===== config.mk =====
export PLATFORM = sky130hd
export DESIGN_NAME = clap_detector_flat
export DESIGN_NICKNAME = d
export VERILOG_FILES = /design/src/rtl/clap_pkg.sv /design/src/rtl/clap_if.sv /design/src/rtl/band_peak_tracker.sv /design/src/rtl/clap_detector.sv /design/src/flat_wrapper.sv
export SDC_FILE = /design/constraint.sdc
export NUM_CORES = 1
export LEC_CHECK = 0
export ABC_AREA = 1
export ABC_CLOCK_PERIOD_IN_PS = 2300
export BUFFER_PORTS_ARGS = -buffer_cell sky130_fd_sc_hd__buf_4
export CAP_MARGIN = 20
export CORE_UTILIZATION = 58
export CTS_CLUSTER_DIAMETER = 150
export DETAILED_ROUTE_END_ITERATION = 10
export PLACE_DENSITY = 0.77
export SLEW_MARGIN = 5
export SYNTH_ARGS = -nofsm -noshare
export SYNTH_HDL_FRONTEND = slang
export SYNTH_SLANG_ARGS = --single-unit

===== constraint.sdc =====
create_clock -name clk -period 2.3 [get_ports clk]
set_input_delay 0.46 -clock clk [delete_from_list [all_inputs] [get_ports clk]]
set_output_delay 0.46 -clock clk [all_outputs]
set_load 0.02 [all_outputs]

===== src/rtl/clap_pkg.sv =====
// clap_pkg: shared state encoding and default widths/thresholds for the clap detector.
package clap_pkg;
  localparam int DATA_W = 16;
  localparam logic [DATA_W-1:0] THR_HIGH_DEF = 16'h8000;
  localparam logic [DATA_W-1:0] THR_LOW_DEF = 16'h2000;
  typedef enum logic [1:0] {IDLE = 2'd0, ATTACK = 2'd1, HOLDOFF = 2'd2} state_t;
endpackage


===== src/rtl/clap_if.sv =====
// clap_if: magnitude stream in, clap events and debug status out.
// slave: mag_in/mag_valid/mag_last in; clap_pulse/peak_mag/frame_done/state_dbg out.
// master: the mirror image, for the stream source.
interface clap_if #(parameter int DATA_W = clap_pkg::DATA_W);
  logic [DATA_W-1:0] mag_in;
  logic mag_valid;
  logic mag_last;
  logic clap_pulse;
  logic [DATA_W-1:0] peak_mag;
  logic frame_done;
  logic [1:0] state_dbg;
  modport master (output mag_in, mag_valid, mag_last, input clap_pulse, peak_mag, frame_done, state_dbg);
  modport slave (input mag_in, mag_valid, mag_last, output clap_pulse, peak_mag, frame_done, state_dbg);
endinterface


===== src/rtl/band_peak_tracker.sv =====
// band_peak_tracker: per-frame peak magnitude over bins BIN_LO..BIN_HI.
// Ports: clk, rst_n (async low); i_mag/i_valid/i_last stream in;
// o_peak = band peak of last completed frame, o_frame_done = one-cycle update strobe.
module band_peak_tracker
  import clap_pkg::*;
#(
  parameter int DATA_W = clap_pkg::DATA_W,
  parameter int BIN_W = 10,
  parameter int BIN_LO = 8,
  parameter int BIN_HI = 200
) (
  input  logic clk,
  input  logic rst_n,
  input  logic [DATA_W-1:0] i_mag,
  input  logic i_valid,
  input  logic i_last,
  output logic [DATA_W-1:0] o_peak,
  output logic o_frame_done
);
  logic [BIN_W-1:0] r_idx;
  logic [DATA_W-1:0] r_run, r_peak;
  logic r_done;
  logic w_in_band;
  logic [DATA_W-1:0] w_run_nxt;
  assign w_in_band = r_idx >= BIN_W'(BIN_LO) && r_idx <= BIN_W'(BIN_HI);
  // strict > so ties keep the earlier value; includes the last bin of the frame
  assign w_run_nxt = (i_valid && w_in_band && i_mag > r_run) ? i_mag : r_run;
  always_ff @(posedge clk or negedge rst_n) begin
    if (!rst_n) begin
      r_idx <= '0;
      r_run <= '0;
      r_peak <= '0;
      r_done <= 1'b0;
    end else begin
      r_done <= i_valid && i_last;
      if (i_valid) r_idx <= i_last ? '0 : (&r_idx ? r_idx : r_idx + 1'b1);
      if (i_valid && i_last) begin
        r_peak <= w_run_nxt;
        r_run <= '0;
      end else r_run <= w_run_nxt;
    end
  end
  assign o_peak = r_peak;
  assign o_frame_done = r_done;
endmodule


===== src/rtl/clap_detector.sv =====
// clap_detector: hysteresis/holdoff FSM turning per-frame band peaks into single clap pulses.
// Ports: clk, rst_n (async low); bus (clap_if.slave): magnitude stream in,
// clap_pulse/peak_mag/frame_done/state_dbg out.
module clap_detector
  import clap_pkg::*;
#(
  parameter int DATA_W = clap_pkg::DATA_W,
  parameter int BIN_W = 10,
  parameter int BIN_LO = 8,
  parameter int BIN_HI = 200,
  parameter logic [DATA_W-1:0] THR_HIGH = THR_HIGH_DEF,
  parameter logic [DATA_W-1:0] THR_LOW = THR_LOW_DEF,
  parameter int ATTACK_FRAMES = 2,
  parameter int HOLDOFF_FRAMES = 8
) (
  input  logic clk,
  input  logic rst_n,
  clap_if.slave bus
);
  localparam int LW = $clog2(ATTACK_FRAMES + 1);
  localparam int HW = $clog2(HOLDOFF_FRAMES + 1);
  logic [DATA_W-1:0] w_peak;
  logic w_done, w_loud, w_quiet;
  logic [LW-1:0] r_loud, w_loud_nxt;
  logic [HW-1:0] r_hold, w_hold_nxt;
  state_t r_state;
  logic r_pulse;
  band_peak_tracker #(.DATA_W(DATA_W), .BIN_W(BIN_W), .BIN_LO(BIN_LO), .BIN_HI(BIN_HI)) u_peak (
    .clk(clk),
    .rst_n(rst_n),
    .i_mag(bus.mag_in),
    .i_valid(bus.mag_valid),
    .i_last(bus.mag_last),
    .o_peak(w_peak),
    .o_frame_done(w_done)
  );
  assign w_loud = w_peak >= THR_HIGH;
  assign w_quiet = w_peak < THR_LOW;
  assign w_loud_nxt = r_loud + 1'b1;
  assign w_hold_nxt = (r_hold >= HW'(HOLDOFF_FRAMES)) ? r_hold : r_hold + 1'b1;
  // evaluated once per completed frame; the holdoff exit uses the count including this frame
  always_ff @(posedge clk or negedge rst_n) begin
    if (!rst_n) begin
      r_state <= IDLE;
      r_loud <= '0;
      r_hold <= '0;
      r_pulse <= 1'b0;
    end else begin
      r_pulse <= 1'b0;
      if (w_done) begin
        case (r_state)
          IDLE: if (w_loud) begin
            if (ATTACK_FRAMES <= 1) begin
              r_state <= HOLDOFF;
              r_pulse <= 1'b1;
              r_hold <= '0;
            end else begin
              r_state <= ATTACK;
              r_loud <= LW'(1);
            end
          end
          ATTACK: if (!w_loud) begin
            r_state <= IDLE;
            r_loud <= '0;
          end else if (w_loud_nxt >= LW'(ATTACK_FRAMES)) begin
            r_state <= HOLDOFF;
            r_pulse <= 1'b1;
            r_hold <= '0;
            r_loud <= '0;
          end else r_loud <= w_loud_nxt;
          HOLDOFF: begin
            r_hold <= w_hold_nxt;
            if (w_hold_nxt >= HW'(HOLDOFF_FRAMES) && w_quiet) r_state <= IDLE;
          end
          default: begin
            r_state <= IDLE;
            r_loud <= '0;
            r_hold <= '0;
          end
        endcase
      end
    end
  end
  assign bus.clap_pulse = r_pulse;
  assign bus.peak_mag = w_peak;
  assign bus.frame_done = w_done;
  assign bus.state_dbg = r_state;
endmodule


===== src/flat_wrapper.sv =====
// flat-port wrapper written by rule: the top's interface ports become plain ports
module clap_detector_flat import clap_pkg::*;
#(
  parameter int DATA_W = clap_pkg::DATA_W,
  parameter int BIN_W = 10,
  parameter int BIN_LO = 8,
  parameter int BIN_HI = 200,
  parameter logic [DATA_W-1:0] THR_HIGH = THR_HIGH_DEF,
  parameter logic [DATA_W-1:0] THR_LOW = THR_LOW_DEF,
  parameter int ATTACK_FRAMES = 2,
  parameter int HOLDOFF_FRAMES = 8
)
  (clk, rst_n, bus_mag_in, bus_mag_valid, bus_mag_last, bus_clap_pulse, bus_peak_mag, bus_frame_done, bus_state_dbg);
  clap_if #(.DATA_W(DATA_W)) bus_i ();
  input  logic clk;
  input  logic rst_n;
  input wire logic [$bits(bus_i.mag_in)-1:0] bus_mag_in;
  input wire logic [$bits(bus_i.mag_valid)-1:0] bus_mag_valid;
  input wire logic [$bits(bus_i.mag_last)-1:0] bus_mag_last;
  output wire logic [$bits(bus_i.clap_pulse)-1:0] bus_clap_pulse;
  output wire logic [$bits(bus_i.peak_mag)-1:0] bus_peak_mag;
  output wire logic [$bits(bus_i.frame_done)-1:0] bus_frame_done;
  output wire logic [$bits(bus_i.state_dbg)-1:0] bus_state_dbg;
  assign bus_i.mag_in = bus_mag_in;
  assign bus_i.mag_valid = bus_mag_valid;
  assign bus_i.mag_last = bus_mag_last;
  assign bus_clap_pulse = bus_i.clap_pulse;
  assign bus_peak_mag = bus_i.peak_mag;
  assign bus_frame_done = bus_i.frame_done;
  assign bus_state_dbg = bus_i.state_dbg;
  clap_detector #(.DATA_W(DATA_W), .BIN_W(BIN_W), .BIN_LO(BIN_LO), .BIN_HI(BIN_HI), .THR_HIGH(THR_HIGH), .THR_LOW(THR_LOW), .ATTACK_FRAMES(ATTACK_FRAMES), .HOLDOFF_FRAMES(HOLDOFF_FRAMES)) u_core (.clk(clk), .rst_n(rst_n), .bus(bus_i));
endmodule

==> metrics <==
Starting DRT DRC Count=128; fill cell count=443; net count reported at finish=469; area delta synth->final=15.7%; grt ovf=0; WL per Instance=11.6 um; final worst path period need=1900 ps; post-CTS setup buffers=0; Pleak=1.86 nW; worst-path fanout max=16; full die area=5400 sq um; via count=2502; antenna cells=0; most frequent cells in the layout=nand2_1 (94), inv_1 (61), dfrtp_1 (52); DR pass1 iterations=4; CTS tree=done; synthesized flop and latch total=52; Final Cycle Share=82.5%; Worst-Skew Late Latency=310 ps; num rows=25; Worst Setup Start Kind=flop; Port Buf Inserts=39; CTS Root Cell=clkbuf_8; Slew @ Worst Pin=694 ps; final number of setup-violating endpoints=0; CTS buffer count=5; Core ar.=4820 sq um; flop2flop setup slack=400 ps; Die Wd=73.5 um; Critical Path AT=2160 ps; Initial Utilization=61.5%; status=completed; number of global-route vias before repair=2440; cts hold-fix bufs=0; required time of the worst setup path=2560 ps; setup tns final=0 ps; GPL Wtd Cong=0.872; HPWL after detailed placement=4.16 mm; DR vias/cell=5.04; Worst slew margin=53.1%; max-cap viol count=0; commonest non-fill, non-tap cell in the layout=nand2_1; # DRC=0; Syn Area/Cell=7.70 sq um; H-tree depth=2; Worst Skew=5.24 ps; Die Span Y=73.5 um; Max Freq=527 MHz; Power per Cell Area=611 nW/um^2; final WL=5.75 mm; io pins=40; initial antenna violation count=0; final cell count without fillers=496; first-pass GRT wire length=10.2 mm; Max Root-Sink Buffers=2; largest net degree at the start of global routing=53; Worst Setup End Kind=flop; Worst VDD drop=352 uV; DP Cell Count=488; Clk pin slew, worst setup/hold paths=100 ps; Synth warnings=0; Synth Cell Area=2960 sq um; kind of critical path=reg -> reg; Worst Hold Class=in -> async; Syn Nets=426; pins over their slew limit=0; final hold viol count=0; clk sinks=52; Syn Inst Count=385; remaining antenna violation count=0; Seq/Total Area, Yosys=43.9%; RSZ-0062 raised after global routing=no; overall routing resource usage=24.5%; ratio of cells with drive above 1 in the final layout=16.6%; cts repair resizes=0; synth unique cells=30
[power breakdown]
part | internal, mW | switching (mW) | leakage, nW
registers | 0.992 | 0.0603 | 0.711
logic | 0.184 | 0.297 | 1.10
clock network | 0.224 | 0.337 | 0.0463
total | 1.40 | 0.695 | 1.86
[layout make-up]
type / instances / area (sq um) / area share [%]
clock buffer: 5 / 68.8 / 2.01
sequential: 52 / 1300 / 38.0
multi-input combinational: 261 / 1380 / 40.1
tap: 67 / 83.8 / 2.45
clock inverter: 3 / 27.5 / 0.803
timing repair buffer: 44 / 330 / 9.64
inverter: 64 / 240 / 7.01
[per-layer routing]
layer / vias up / share of wire, % / GRT usage [%] / wire length, um
met5: - / 0 / 0 / 0
met4: 0 / 0.90 / 6.84 / 52
met3: 4 / 4.6 / 4.94 / 264
met2: 53 / 50 / 43.4 / 2870
met1: 1161 / 45 / 30.1 / 2570
li1: 1284 / - / - / -
[worst max-delay path, cell delays in order, from the launching register on]
cell and delay, ps:
dfrtp_1 380, inv_1 90, ha_1 250, nand2_1 80, nor2_1 60, and2_1 130, nand2_1 80, nand2_2 70
nor2_4 180, nand2_4 200, nand2_1 150, nand3_1 110, nand2_1 70
[synthesized netlist by cell type]
cell type   n  area [sq um]
nand2_2    13          81.3
nor3b_1     1          7.51
buf_6       1          11.3
buf_4       2          15.0
xor2_1      4          35.0
buf_2       1          5.00
dfrtp_1    52          1300
clkinv_1    1          3.75
buf_1       2          7.51
nor2_4      1          11.3
o311ai_0    1          8.76
a21oi_1    16          80.1
xnor2_1     1          8.76
o21ai_1     3          15.0
nand4_1     4          25.0
nand3_1    46           230
and2_1      1          6.26
nand2_1    94           353
clkbuf_1    2          7.51
nor2_2      2          12.5
nor3_1      3          15.0
inv_1      61           229
o22ai_1     1          6.26
inv_2       2          7.51
o21ai_0     6          30.0
ha_1       21           263
nor2_1     37           139
nand2_4     1          11.3
o31ai_1     4          30.0
a21o_1      1          7.51
[kinds of logic (layout without fill, tap and decap cells)]
family / Yosys count / count (layout) / synth area share, %
and+or+nand+nor: 203 / 203 / 30.1
DFF: 52 / 52 / 43.9
AOI/OAI and AO/OA: 32 / 32 / 5.99
adders and majority gates: 21 / 21 / 8.86
xor gates and xnor gates: 5 / 5 / 1.48
buffers and inverters: 72 / 116 / 9.67
[worst paths after layout]
check | end | startpoint | cells past startpoint
worst max-delay path | u_core.u_peak.o_peak[15] | u_core.u_peak.r_run[7] | 12
worst min-delay path | u_core.u_peak.r_idx[0] | rst_n | 1
max in group asynchronous | u_core.u_peak.o_peak[11] | rst_n | 1
min in group clk | u_core.u_peak.r_idx[8] | bus_mag_last | 2
worst max register to register | u_core.u_peak.o_peak[15] | u_core.u_peak.r_run[7] | 12
worst min register to register | u_core.u_peak.o_peak[6] | u_core.u_peak.o_peak[6] | 2
[per-stage QoR]
| step | total power, mW | area [sq um] | utilization (%) | worst slack [ps] | hold WS [ps] |
|---|---|---|---|---|---|
| final | 2.09 | 3430 | 71.2 | 402 | 156 |
| after floorplan | 1.38 | 2960 | - | 483 | 164 |
| after CTS | 2.12 | 3430 | 71.2 | 392 | 187 |
| after detailed placement | 1.55 | 3330 | 69.2 | 266 | 466 |
| after global placement | 1.53 | 3330 | 69.2 | 286 | 467 |
| after global routing | 2.23 | 3430 | 71.2 | 207 | 212 |
[flip-flops by register name, indices dropped and copies added (netlist names)]
register,cells
u_core.u_peak.o_peak,16
u_core.u_peak.r_run,16
u_core.u_peak.r_idx,10
u_core.r_hold,4
u_core.bus.state_dbg,2
u_core.r_loud,2
u_core.bus.clap_pulse,1
u_core.u_peak.o_frame_done,1
No activity file was read; power rests on OpenSTA's default activity.
